**config.mk**
```make
export PLATFORM = sky130hd
export DESIGN_NAME = sobel_scan_ctrl
export DESIGN_NICKNAME = d
export VERILOG_FILES = /design/src/rtl/sobel_scan_ctrl.sv
export SDC_FILE = /design/constraint.sdc
export NUM_CORES = 1
export LEC_CHECK = 0
export ABC_AREA = 1
export CAP_MARGIN = 25
export CORE_ASPECT_RATIO = 1.25
export CORE_MARGIN = 1.5
export CORE_UTILIZATION = 40
export CTS_BUF_LIST = sky130_fd_sc_hd__clkbuf_4
export CTS_CLUSTER_SIZE = 8
export DETAILED_ROUTE_END_ITERATION = 8
export PLACE_DENSITY = 0.68
export SKIP_LAST_GASP = 1
export SLEW_MARGIN = 20
export SYNTH_ARGS = -nofsm -noshare
export SYNTH_HDL_FRONTEND = slang
export SYNTH_SLANG_ARGS = --single-unit
```
**constraint.sdc**
```tcl
create_clock -name CLK -period 3.32 [get_ports CLK]
set_input_delay 0.664 -clock CLK [delete_from_list [all_inputs] [get_ports CLK]]
set_output_delay 0.664 -clock CLK [all_outputs]
set_load 0.005 [all_outputs]
```
**src/rtl/sobel_scan_ctrl.sv**
```systemverilog
// Frame sequencer for the 3x3 line-buffered filter: raster-scans one frame on START,
// paces the filter against the source/destination FIFO flags and counts delayed filter writes.
module sobel_scan_ctrl #(
  parameter int H_SIZE   = 1920,
  parameter int V_SIZE   = 1080,
  parameter int FILT_LAT = 2
) (
  input  logic        CLK,
  input  logic        RST,
  input  logic        START,
  input  logic        SRC_EMPTY,
  output logic        SRC_RDEN,
  input  logic        DST_AFULL,
  output logic        READY,
  output logic [11:0] POSX,
  output logic [11:0] POSY,
  input  logic        FILT_WREN,
  output logic        DST_WREN,
  output logic        BUSY,
  output logic        DONE,
  output logic        ERR,
  output logic [1:0]  dbg_state
);

  localparam logic [23:0] TOTAL  = 24'(H_SIZE * V_SIZE);
  localparam logic [11:0] X_LAST = 12'(H_SIZE - 1);
  localparam logic [11:0] Y_LAST = 12'(V_SIZE - 1);

  typedef enum logic [1:0] {S_IDLE, S_RUN, S_DRAIN, S_FIN} state_t;

  state_t      state, state_nxt;
  logic [23:0] wcnt, wcnt_nxt;
  logic        ready, last_px, count_en, err_set, start_acc;

  // Handshake: READY is the only advance strobe; one pixel moves per high cycle,
  // and it responds combinationally to SRC_EMPTY/DST_AFULL in the same cycle.
  always_comb begin
    ready     = (state == S_RUN) && !SRC_EMPTY && !DST_AFULL;
    last_px   = ready && (POSX == X_LAST) && (POSY == Y_LAST);
    start_acc = (state == S_IDLE) && START;
    count_en  = FILT_WREN && (state != S_IDLE);
    err_set   = count_en && (wcnt == TOTAL);
    wcnt_nxt  = wcnt;
    if (count_en && (wcnt != TOTAL)) wcnt_nxt = wcnt + 24'd1;
  end

  // Completion looks at the count including this cycle's write, so DONE lands
  // exactly one cycle after the final filter write.
  always_comb begin
    state_nxt = state;
    case (state)
      S_IDLE:  if (START) state_nxt = S_RUN;
      S_RUN:   if (last_px) state_nxt = (wcnt_nxt == TOTAL) ? S_FIN : S_DRAIN;
      S_DRAIN: if (wcnt_nxt == TOTAL) state_nxt = S_FIN;
      S_FIN:   state_nxt = S_IDLE;
      default: state_nxt = S_IDLE;
    endcase
  end

  always_ff @(posedge CLK) begin
    if (RST) begin
      state <= S_IDLE;
      POSX  <= '0;
      POSY  <= '0;
      wcnt  <= '0;
      ERR   <= 1'b0;
    end else begin
      state <= state_nxt;
      if (start_acc) begin
        POSX <= '0;
        POSY <= '0;
        wcnt <= '0;
        ERR  <= 1'b0;
      end else begin
        wcnt <= wcnt_nxt;
        if (err_set) ERR <= 1'b1;
        if (ready) begin
          if (POSX == X_LAST) begin
            POSX <= '0;
            POSY <= (POSY == Y_LAST) ? 12'd0 : POSY + 12'd1;
          end else begin
            POSX <= POSX + 12'd1;
          end
        end
      end
    end
  end

  assign READY     = ready;
  assign SRC_RDEN  = ready;
  assign DST_WREN  = FILT_WREN;
  assign BUSY      = (state == S_RUN) || (state == S_DRAIN);
  assign DONE      = (state == S_FIN);
  assign dbg_state = state;

endmodule

```
Word-level counts from Yosys, hierarchy flattened
Index checks and enable logic that the tools add are counted.
{"block": "word_totals", "register_bits": 51, "input_bits": 6}
{"block": "op_classes", "add_sub_neg": 3, "n_eq_ne": 11, "n_reduce_logical": 16, "n_mux": 8}
{"cell": "$eq A24 B21 Y1 const B", "n": 2}
{"cell": "$add A12 B1 Y12 const B", "n": 2}
{"cell": "$add A24 B1 Y24 const B", "n": 1}
{"cell": "$eq A12 B11 Y1 const B", "n": 2}
{"cell": "$mux W12", "n": 2}
{"cell": "$mux W24", "n": 1}
{"cell": "$ne A24 B21 Y1 const B", "n": 1}
{"cell": "$logic_and A1 B1 Y1", "n": 8}
{"cell": "$pmux W2 S4", "n": 1}
{"cell": "$mux W2", "n": 3}
{"cell": "$ne A2 B2 Y1 const B", "n": 3}
{"cell": "$eq A2 B2 Y1 const B", "n": 2}
{"cell": "$reduce_and A3 Y1", "n": 1}
{"cell": "$eq A2 B1 Y1 const B", "n": 1}
{"cell": "$logic_not A1 Y1", "n": 2}
{"cell": "$logic_not A2 Y1", "n": 1}
{"cell": "$reduce_and A2 Y1", "n": 1}
{"cell": "$reduce_bool A2 Y1", "n": 1}
{"cell": "$reduce_or A2 Y1", "n": 1}
{"cell": "$logic_or A1 B1 Y1", "n": 1}
{"cell": "$mux W1", "n": 1}

Logic depth before layout (Yosys ltp)
Gate-level depths: netlist of the first run.
{"block": "logic_depth", "ltp_word": 8, "depth_mapped": 19, "ltp_nobuf": 19}

Least setup slack after synthesis of the first run
Ideal clock, no wire load.
{"block": "synth_path", "kind": "input-to-reg", "startpoint": "input port SRC_EMPTY", "endpoint": "register POSY[11]", "setup_time_ns": 0.116, "path_slack_ns": 1.186, "cell_stages": 12, "t_arrival_ns": 2.018, "cell_sequence": "nor3_4 -> inv_2 -> nor3_4 -> nand2_4 -> inv_6 -> nand3_4 -> nor4_2 -> nand2_1 -> nor2_1 -> nand3_1 -> nand2_1 -> a21oi_1"}
{"block": "synth_via", "elab_chain_len": 4}
{"element": "start, declared", "line": "11", "rtl": "input logic SRC_EMPTY,"}
{"element": "$logic_not A1 Y1", "line": "38", "rtl": "ready = (state == S_RUN) && !SRC_EMPTY && !DST_AFULL;"}
{"element": "$logic_and A1 B1 Y1 (2 in a row)", "line": "38"}
{"element": "$reduce_and A2 Y1 (no line)"}
{"element": "end signal, assigned", "line": "80", "rtl": "POSY <= (POSY == Y_LAST) ? 12'd0 : POSY + 12'd1;"}
{"element": "end, declared", "line": "16", "rtl": "output logic [11:0] POSY,"}
No other way between the ends.
A chain may end at the register's enable or synchronous reset.

Worst setup path after layout of the first run
{"block": "layout_path", "startpoint": "input port SRC_EMPTY", "endpoint": "output port SRC_RDEN"}
{"block": "layout_via", "elab_chain_len": 3}
{"element": "$logic_not A1 Y1", "line": "38"}
{"element": "$logic_and A1 B1 Y1 (2 in a row)", "line": "38"}
{"element": "end, declared", "line": "12", "rtl": "output logic SRC_RDEN,"}
No other way between the ends.

==> results.txt, run 1 <==
Outcome - finished clean
I/O Buffers - 37
Power Internal - 0.000870 W
Yosys warns - 0
Drt total wl - 7.02 mm
Worst Hold End - POSY[11]$_SDFFE_PP0P_
Non-Filler Instances - 592
RSZ-0062 raised after global routing - no
HPWL after DPL - 5.48 mm
Crit path top cell by count - clkdlybuf4s50_1
Top cells by area, synth - dfxtp_1, nand2_1, nor2_1
Clock skew - 0.0146 ns
H-tree levels - 2
Initial antenna violation count - 0
Worst r2r path cells - 15
Hold-fix buffers, CTS - 0
Worst slew pin tran - 0.436 ns
Worst Setup End Kind - output pin
Clock power share - 0.216
Gr busiest metal - met2
Largest area contributor in the netlist - dfxtp_1
Cell variety after synth - 33
Post-Syn Nets - 473
Final setup viols - 0
Met3 Track Usage GR - 0.0309
Critical path cell sequence - clkdlybuf4s50_1 -> nor3_4 -> clkdlybuf4s50_1
Post-synthesis adder-cell area fraction - 0.0333
Post-layout util - 0.482
First-pass detailed-route iteration total - 4
CP peak stage delay - 0.56 ns
Number of remaining DRC errors - 0
Worst setup SP type - input pin
CTS resizes - 0
Worst R2R Setup Slack - 0.77 ns
Ant. Diodes - 0
Max_slew headroom - 0.707
Global route overflow - 0
Die area - 8040 sq um
Met1 global-route usage - 0.213
Site Rows - 35
Largest fanout on the critical path - 6
Worst skew pair latency - 0.37 ns
Final period util - 0.793
Die height - 99.9 um
Most frequent cells in the layout - nand2_1, nor2_1, inv_1
Post-Syn Area - 3000 sq um
Setup CP Type - in -> out
# IOs - 38
Switch share - 0.349
Critical Path AT - 1.97 ns
Placed cells - 584
Num CTS Buffers - 5
Vias/cell - 4.87
Sink Count - 51
Max cap viols - 0
Maximum VDD drop - 0.000272 V
Core area - 7310 sq um
Worst Hold Class - reg -> reg
Fin. Hold Viols - 0
RR Startpoint - dbg_state[0]$_SDFFE_PP0P_
Die W - 80.5 um
Largest net degree at the start of global routing - 31
Maximum clock insertion buffer count - 2
Largest family of logic cells by synthesized area - simple AND/OR/NAND/NOR gates
Synth Instances - 459
Yosys top cell area share - 0.340
Post-Synth Simple-Gate Area - 0.419
Final setup TNS - 0 ns
Grt met2 use - 0.330
Reg clk slew, reported paths - 0.15 ns
Most common cell after layout, fill and taps aside - nand2_1
Max Clk Rate - 380 MHz
Synthesized area per cell - 6.54 sq um
Layout overhead on the synthesized area - 17.4%
Flops & latches, synth - 51
Post-synthesis xor/xnor area fraction - 0.0379
Iter 0 DRT Violations - 135
Power density over cell area - 379 nW/um^2
Register share of total power - 0.492
Logic gate share of total power - 0.292
Psw - 0.000466 W
Sequential element share of the synthesized area - 0.340
Highest-delay cell along the critical path - clkdlybuf4s50_1
Final Max Slew Viols - 0
Antenna-violating nets left - 0
Reg2reg end - dbg_state[0]$_SDFFE_PP0P_
Placer Congestion - 0.871
Final net count - 513
Period minus WS final - 2.63 ns
Initial Util - 0.411
CP Buf/Inv Count - 2
Setup Buffers After CTS - 0
CP top delay family - buffers and inverters
Hold path depth - 2
CTS tree - built
Vias - 2883
First-pass GRT wire length - 11.9 mm
P_leak - 1.36 nW
Vias in the first global route - 2755
Post-synthesis compound-gate area fraction - 0.0679
Routed len/inst - 11.9 um
Hold Crit Start - POSY[11]$_SDFFE_PP0P_
Gr usage total - 0.186
Share of cells above drive strength 1 - 0.0760
Required @ worst endpoint - 2.66 ns
Mux contribution to synthesized area - 0
Clock tree root driver cell - clkbuf_4
==> synthesized netlist by cell type <==
library cell	n
nand2_1	107
nor2_1	84
inv_1	63
dfxtp_1	51
nand3_1	37
a21oi_1	21
nor3_1	10
o21ai_0	10
xor2_1	10
ha_1	8
inv_2	7
nand4_1	6
nor2_2	5
nand3_2	4
buf_4	3
clkbuf_1	3
nand3b_1	3
nor3_4	3
o21a_1	3
xnor2_1	3
nand2_2	2
nand3_4	2
nor2_4	2
nor4_1	2
o21ai_1	2
a31oi_1	1
and2_1	1
inv_6	1
nand2_4	1
nor2b_1	1
nor3b_1	1
nor4_2	1
o211a_1	1
==> power groups by stage <==
stage	Sequential (W)	Combinational, W	Clock, W
floorplan	0.000665	0.000256	0
global placement	0.000670	0.000391	0
detailed placement	0.000672	0.000393	0
CTS	0.000658	0.000394	0.000304
global route	0.000661	0.000439	0.000323
finish	0.000658	0.000390	0.000288
==> how the worst max path moves through the flow <==
| stage | depth (start not counted) | startpoint | slack, ns | endpoint |
|---|---|---|---|---|
| final | 3 | SRC_EMPTY | 0.69 | SRC_RDEN |
| after global routing | 15 | dbg_state[0]$_SDFFE_PP0P_ | 0.44 | dbg_state[1]$_SDFFE_PP0P_ |
| after CTS | 4 | dbg_state[0]$_SDFFE_PP0P_ | 0.63 | SRC_RDEN |
| after detailed placement | 15 | FILT_WREN | 0.46 | dbg_state[0]$_SDFFE_PP0P_ |
| after global placement | 16 | FILT_WREN | 0.52 | dbg_state[0]$_SDFFE_PP0P_ |
| after floorplan | 12 | SRC_EMPTY | 1.19 | POSY[11]$_SDFFE_PP0P_ |
==> cells by family (layout without fill, tap and decap cells) <==
family | Yosys count | after routing
DFF | 51 | 51
AOI/OAI and AO/OA | 38 | 38
and+or+nand+nor | 272 | 272
buffers and inverters | 77 | 118
xor gates and xnor gates | 13 | 13
adders and majority gates | 8 | 8
==> layer usage <==
metal,wire [um],up-vias
met3,232,14
met1,3070,1290
met2,3500,55
met4,211,0
met5,0,-
li1,-,1524
==> metrics by stage <==
stage	hold WS (ns)	power, W	cell area [sq um]	setup WS (ns)
after floorplan	0.462	0.000920	3000	1.19
after global placement	0.452	0.00106	3470	0.520
after detailed placement	0.478	0.00106	3470	0.464
after CTS	0.500	0.00136	3530	0.635
after global routing	0.526	0.00142	3530	0.442
final	0.499	0.00134	3530	0.686
==> registers in the layout (all words and copies together), names as in the netlist <==
signal,count
POSX,12
wcnt,24
dbg_state,2
POSY,12
ERR,1
==> worst reg2reg max path, stage by stage (launching register included) <==
cell and delay [ns]:
dfxtp_1 0.48, inv_1 0.10, ha_1 0.23, inv_2 0.09, nand2_2 0.12, inv_2 0.14
nand3_1 0.22, xor2_1 0.28, nand2_1 0.08, nor2_1 0.16, inv_1 0.06, nor2_1 0.10
nand3_1 0.08, nand2_1 0.12, nand3_1 0.08, a21oi_1 0.15
==> final cells by class <==
| class | count | area [sq um] |
|---|---|---|
| clock buffers | 5 | 37.5 |
| clock inverters | 3 | 18.8 |
| fillers | 740 | 3790 |
| inverters | 71 | 272 |
| multi-input cells | 331 | 1680 |
| flip-flops and latches | 51 | 1020 |
| well taps | 92 | 115 |
| repair buffers | 39 | 385 |
No activity file was read; power rests on OpenSTA's default activity.
==> run 2, diff against run 1 <==
Settings changed: PLACE_DENSITY 0.68 to 0.7.
Clock period 3.32 ns to 2.3 ns, I/O delays scaled along.
==> run 2 against run 1 <==
Sequential power grew 43%. Non-clock buffer count rose by 55. Clock skew shrank 0.0056 ns. Critical endpoint is now dbg_state[1]$_SDFFE_PP0P_. Largest cell class unchanged.
==> results.txt, run 2 (synthesis gave the netlist of run 1 again) <==
Outcome - finished clean
Largest net degree at the start of global routing - 31
I/O Buffers - 37
Clock skew - 0.00897 ns
CP peak stage delay - 0.37 ns
Num CTS Buffers - 5
P_leak - 1.65 nW
Worst Setup End Kind - flip-flop
Required @ worst endpoint - 2.63 ns
Initial Util - 0.411
Final Max Slew Viols - 0
Worst setup SP type - flip-flop
H-tree levels - 2
Clock tree root driver cell - clkbuf_4
Regs by FF count - wcnt: 24 flops, POSX: 12 flops, POSY: 12 flops
Final net count - 568
Vias/cell - 4.84
Post-layout util - 0.556
Power density over cell area - 528 nW/um^2
Highest-delay cell along the critical path - dfxtp_2
Initial antenna violation count - 0
Fill count - 696
Most frequent cells in the layout - nand2_1, nor2_1, inv_1
Most common cell after layout, fill and taps aside - nand2_1
CTS tree - built
Hold path depth - 2
Area of the multi-input gates - 1780 sq um
Max reg flops - 24
Crit path top cell by count - nand3_1
Die W - 80.5 um
Final period util - 0.965
Reg area - 1030 sq um
Die height - 99.9 um
Max_slew headroom - 0.762
Crit. path cell count - 14
Routed len/inst - 12.1 um
Largest fanout on the critical path - 5
Share of cells above drive strength 1 - 0.207
Worst skew pair latency - 0.39 ns
Critical Path AT - 2.55 ns
Max Clk Rate - 451 MHz
Period minus WS final - 2.22 ns
Sink Count - 51
Drt total wl - 7.82 mm
First-pass detailed-route iteration total - 4
Core area - 7310 sq um
Placer Congestion - 0.895
CP Buf/Inv Count - 3
Vias in the first global route - 2998
Top reg by flops - wcnt
Vias - 3133
Fin. Hold Viols - 0
Place WS - -0.384 ns
Worst r2r path cells - 14
CP top delay family - simple AND/OR/NAND/NOR gates
RSZ-0062 raised after global routing - yes
Global route overflow - 0
Gr usage total - 0.200
Layout overhead on the synthesized area - 35.4%
Antenna-violating nets left - 0
Reg clk slew, reported paths - 0.16 ns
Worst slew pin tran - 0.356 ns
Setup CP Type - reg -> reg
Critical path cell sequence - inv_1 -> ha_2 -> inv_2 -> nand2_4 -> nor2_4 -> buf_4 -> nand3_1 -> nand2_1 -> nand4_1 -> nor3_1 -> nand3_1 -> nand2_2 -> nand3_1 -> a21oi_1
First-pass GRT wire length - 12.9 mm
Worst setup margin - 0.0804 ns
Number of remaining DRC errors - 0
# IOs - 38
Iter 0 DRT Violations - 157
Final setup viols - 0
HPWL after DPL - 5.96 mm
Max cap viols - 0
Die area - 8040 sq um
Maximum clock insertion buffer count - 2
Worst Hold Class - reg -> reg
Site Rows - 35
Maximum VDD drop - 0.000455 V
Ant. Diodes - 0
-- run 2: changes by cell type in the layout (fill, tap and decap cells not counted), moves of 3 or more --
cell	delta
buf_4	+52
dfxtp_1	-5
dfxtp_2	+5
nand2_1	-5
nand2_2	+4
nand3_1	-3
nand3_2	+3
nor2_1	-3
nor2_4	+4
-- run 2: worst reg2reg max path: stages (launching register included) --
cell	delay, ns
dfxtp_2	0.37
inv_1	0.06
ha_2	0.19
inv_2	0.07
nand2_4	0.08
nor2_4	0.15
buf_4	0.14
nand3_1	0.06
nand2_1	0.11
nand4_1	0.15
nor3_1	0.32
nand3_1	0.14
nand2_2	0.11
nand3_1	0.08
a21oi_1	0.15
-- run 2: repair_timing --
item,in CTS,in global routing
buffers inserted,5,7
hold buffers,0,0
pin swaps,4,8
endpoints found under the setup margin,4,6
gates resized for setup,14,19
-- run 2: per-stage QoR --
stage / hold slack (ns) / area, sq um / total power [W] / TNS, ns / cells
floorplan: 0.462 / 3000 / 0.00133 / 0 / 459
global placement: 0.465 / 3810 / 0.00164 / -1.31 / 629
detailed placement: 0.475 / 3810 / 0.00166 / -1.50 / 629
CTS: 0.506 / 3940 / 0.00215 / 0 / 641
global route: 0.535 / 4070 / 0.00228 / -0.152 / 647
finish: 0.497 / 4070 / 0.00215 / 0 / 647
-- run 2: layer usage --
metal,up-vias,global-route usage,routed length (um)
li1,1623,-,-
met1,1419,0.218,3210
met2,72,0.378,4100
met3,19,0.0273,266
met4,0,0.0836,239
met5,-,0,0
-- run 2: path summary, 6_finish.rpt --
path / startpoint / endpoint / slack [ns]
hold / removal: ERR$_SDFFE_PP0P_ / ERR$_SDFFE_PP0P_ / 0.50
hold reg to reg: ERR$_SDFFE_PP0P_ / ERR$_SDFFE_PP0P_ / 0.50
setup / recovery: dbg_state[0]$_SDFFE_PP0P_ / dbg_state[1]$_SDFFE_PP0P_ / 0.08
setup reg to reg: dbg_state[0]$_SDFFE_PP0P_ / dbg_state[1]$_SDFFE_PP0P_ / 0.08
-- run 2: power breakdown --
part | total (W) | leakage (nW) | internal [W] | switching (W)
Clock | 0.000427 | 0.0272 | 0.000117 | 0.000309
Sequential | 0.000941 | 0.413 | 0.000915 | 0.0000254
Combinational | 0.000781 | 1.21 | 0.000366 | 0.000415
-- run 2: layout make-up --
| cell class | count | share of cell area |
|---|---|---|
| Timing Repair Buffer | 94 | 0.201 |
| Multi-Input combinational cell | 331 | 0.438 |
| Tap cell | 92 | 0.0283 |
| Inverter | 71 | 0.0668 |
| Sequential cell | 51 | 0.253 |
| Clock buffer | 5 | 0.00923 |
| Clock inverter | 3 | 0.00492 |
==> run 3, diff against run 2 <==
Settings changed: CTS_CLUSTER_SIZE 8 to not set, PLACE_DENSITY 0.7 to 0.68.
Clock period 2.3 ns to 2.2 ns, I/O delays scaled along.
==> run 3 against run 2 <==
The run now ends with negative setup slack left. Sequential power rose by 4.5%. Register-to-register slack got worse by 0.096 ns. Worst hold slack got worse by 0.0036 ns. First-iteration DRC count rose by 42%. Flip-flop and latch count did not move. Utilization rose by 3.7 points. Power rose by 20%. Clock power rose by 31%. Non-clock buffer count rose by 24. Via count rose by 2.9%. Critical path depth rose by 4. Final area rose by 6.6%. Critical path type unchanged. Largest cell class unchanged. Largest power group is now combinational logic.
==> results.txt, run 3 (synthesis gave the netlist of run 1 again) <==
Final net count - 592
Fin. Hold Viols - 0
CTS tree - built
Core area - 7310 sq um
Place WS - -0.451 ns
Layout overhead on the synthesized area - 44.4%
Overall Power - 0.00259 W
P_leak - 1.81 nW
Psw - 0.000858 W
Largest fanout on the critical path - 5
Max_slew headroom - 0.776
Most common cell after layout, fill and taps aside - nand2_1
Reg clk slew, reported paths - 0.16 ns
Vias/cell - 4.80
Sink Count - 51
Initial antenna violation count - 0
Initial Util - 0.411
Failing checks - negative setup slack
Vias in the first global route - 2974
Drt total wl - 8.07 mm
Placer Congestion - 0.868
Clock tree root driver cell - clkbuf_4
H-tree levels - 2
Register share of total power - 0.380
Global route overflow - 0
Switch share - 0.332
Final Max Slew Viols - 0
First-pass GRT wire length - 12.8 mm
Num CTS Buffers - 5
Max Clk Rate - 451 MHz
Required @ worst endpoint - 2.48 ns
Max reg flops - 24
Worst skew pair latency - 0.38 ns
Worst Setup End Kind - flip-flop
I/O Buffers - 37
Die height - 99.9 um
Routed len/inst - 12.0 um
Gr usage total - 0.200
HPWL after DPL - 5.93 mm
Logic gate share of total power - 0.403
Area post-placement - 3940 sq um
Worst setup SP type - flip-flop
Largest net degree at the start of global routing - 31
Ant. Diodes - 0
Clock skew - 0.0160 ns
Die W - 80.5 um
First-pass detailed-route iteration total - 4
Number of remaining DRC errors - 0
Maximum VDD drop - 0.000463 V
Final period util - 1.01
Setup CP Type - reg -> reg
Worst slew pin tran - 0.334 ns
Regs by FF count - wcnt: 24 flops, POSX: 12 flops, POSY: 12 flops
Iter 0 DRT Violations - 223
Placed cells - 646
Max cap viols - 0
Non-Filler Instances - 671
Vias - 3223
Site Rows - 35
Worst Hold Class - reg -> reg
Antenna-violating nets left - 0
# IOs - 38
RSZ-0062 raised after global routing - yes
Period minus WS final - 2.22 ns
Clock power share - 0.216
Share of cells above drive strength 1 - 0.261
Die area - 8040 sq um
Maximum clock insertion buffer count - 2
Worst setup margin - -0.0156 ns
Design area - 4340 sq um
Power Internal - 0.00173 W
Outcome - finished, violations left
Top reg by flops - wcnt
Most frequent cells in the layout - nand2_1, nor2_1, buf_4
Power density over cell area - 597 nW/um^2
Critical Path AT - 2.49 ns
Final setup viols - 2
==> run 3: changes by cell type in the layout (fill, tap and decap cells not counted), moves of 2 or more <==
cell        before  now
nor2_1          81   78
nand2_1        102  100
inv_6            1    3
buf_4           54   78
inv_1           62   59
o21ai_0         10    8
clkinvlp_4       2    0
nor2_2           4    7
o21ai_1          2    4
==> run 3: final timing paths <==
kind	start	endpoint	slack [ns]	cells past startpoint
worst max-delay path	dbg_state[0]$_SDFFE_PP0P_	dbg_state[1]$_SDFFE_PP0P_	-0.02	18
worst min-delay path	POSY[11]$_SDFFE_PP0P_	POSY[11]$_SDFFE_PP0P_	0.49	2
worst max register to register	dbg_state[0]$_SDFFE_PP0P_	dbg_state[1]$_SDFFE_PP0P_	-0.02	18
worst min register to register	POSY[11]$_SDFFE_PP0P_	POSY[11]$_SDFFE_PP0P_	0.49	2
==> run 3: metrics by stage <==
step	util	setup TNS, ns	hold WS [ns]
final	0.593	-0.0310	0.493
after global routing	0.593	-0.724	0.517
after CTS	0.567	-0.132	0.498
after detailed placement	0.538	-1.94	0.477
after global placement	0.538	-1.89	0.453
after floorplan	-	0	0.462
==> run 3: power groups by stage <==
stage | sequential, W | combinational [W] | clock (W)
floorplan | 0.00100 | 0.000386 | 0
global placement | 0.000991 | 0.000783 | 0
detailed placement | 0.000992 | 0.000791 | 0
CTS | 0.000978 | 0.000872 | 0.000576
global route | 0.000987 | 0.00113 | 0.000609
finish | 0.000983 | 0.00104 | 0.000560
==> run 3: per-layer routing <==
layer | vias up | part of all wire | track usage
met5 | - | 0 | 0
li1 | 1671 | - | -
met4 | 0 | 0.025 | 0.0809
met3 | 14 | 0.042 | 0.0318
met1 | 1463 | 0.40 | 0.221
met2 | 75 | 0.53 | 0.373
==> run 3: what timing repair did <==
action                     4_1_cts  5_1_grt
buffers inserted                 7       12
pin swaps                        7       11
resized for setup               21       34
setup endpoints to repair        6       17
hold buffers                     0        0
==> run 3: final cells by class <==
class	count	area (sq um)
Clock buffer	5	37.5
Clock inverter	3	42.5
Fill cell	625	2980
Inverter	71	279
Multi-Input combinational cell	331	1840
Sequential cell	51	1030
Tap cell	92	115
Timing Repair Buffer	118	991
==> run 3: critical path: stages, from the launching register on <==
cell,delay [ns]
dfxtp_2,0.39
inv_2,0.06
ha_4,0.17
inv_6,0.08
nand2_8,0.06
nor2_4,0.16
nand2_2,0.10
nor2_4,0.17
nand2_1,0.09
nand2_1,0.08
nand2_2,0.05
nor2_1,0.09
nand2_1,0.07
nor2_2,0.13
nand3_1,0.11
nand2_2,0.11
nand2_1,0.06
nand2_1,0.08
a21oi_2,0.05
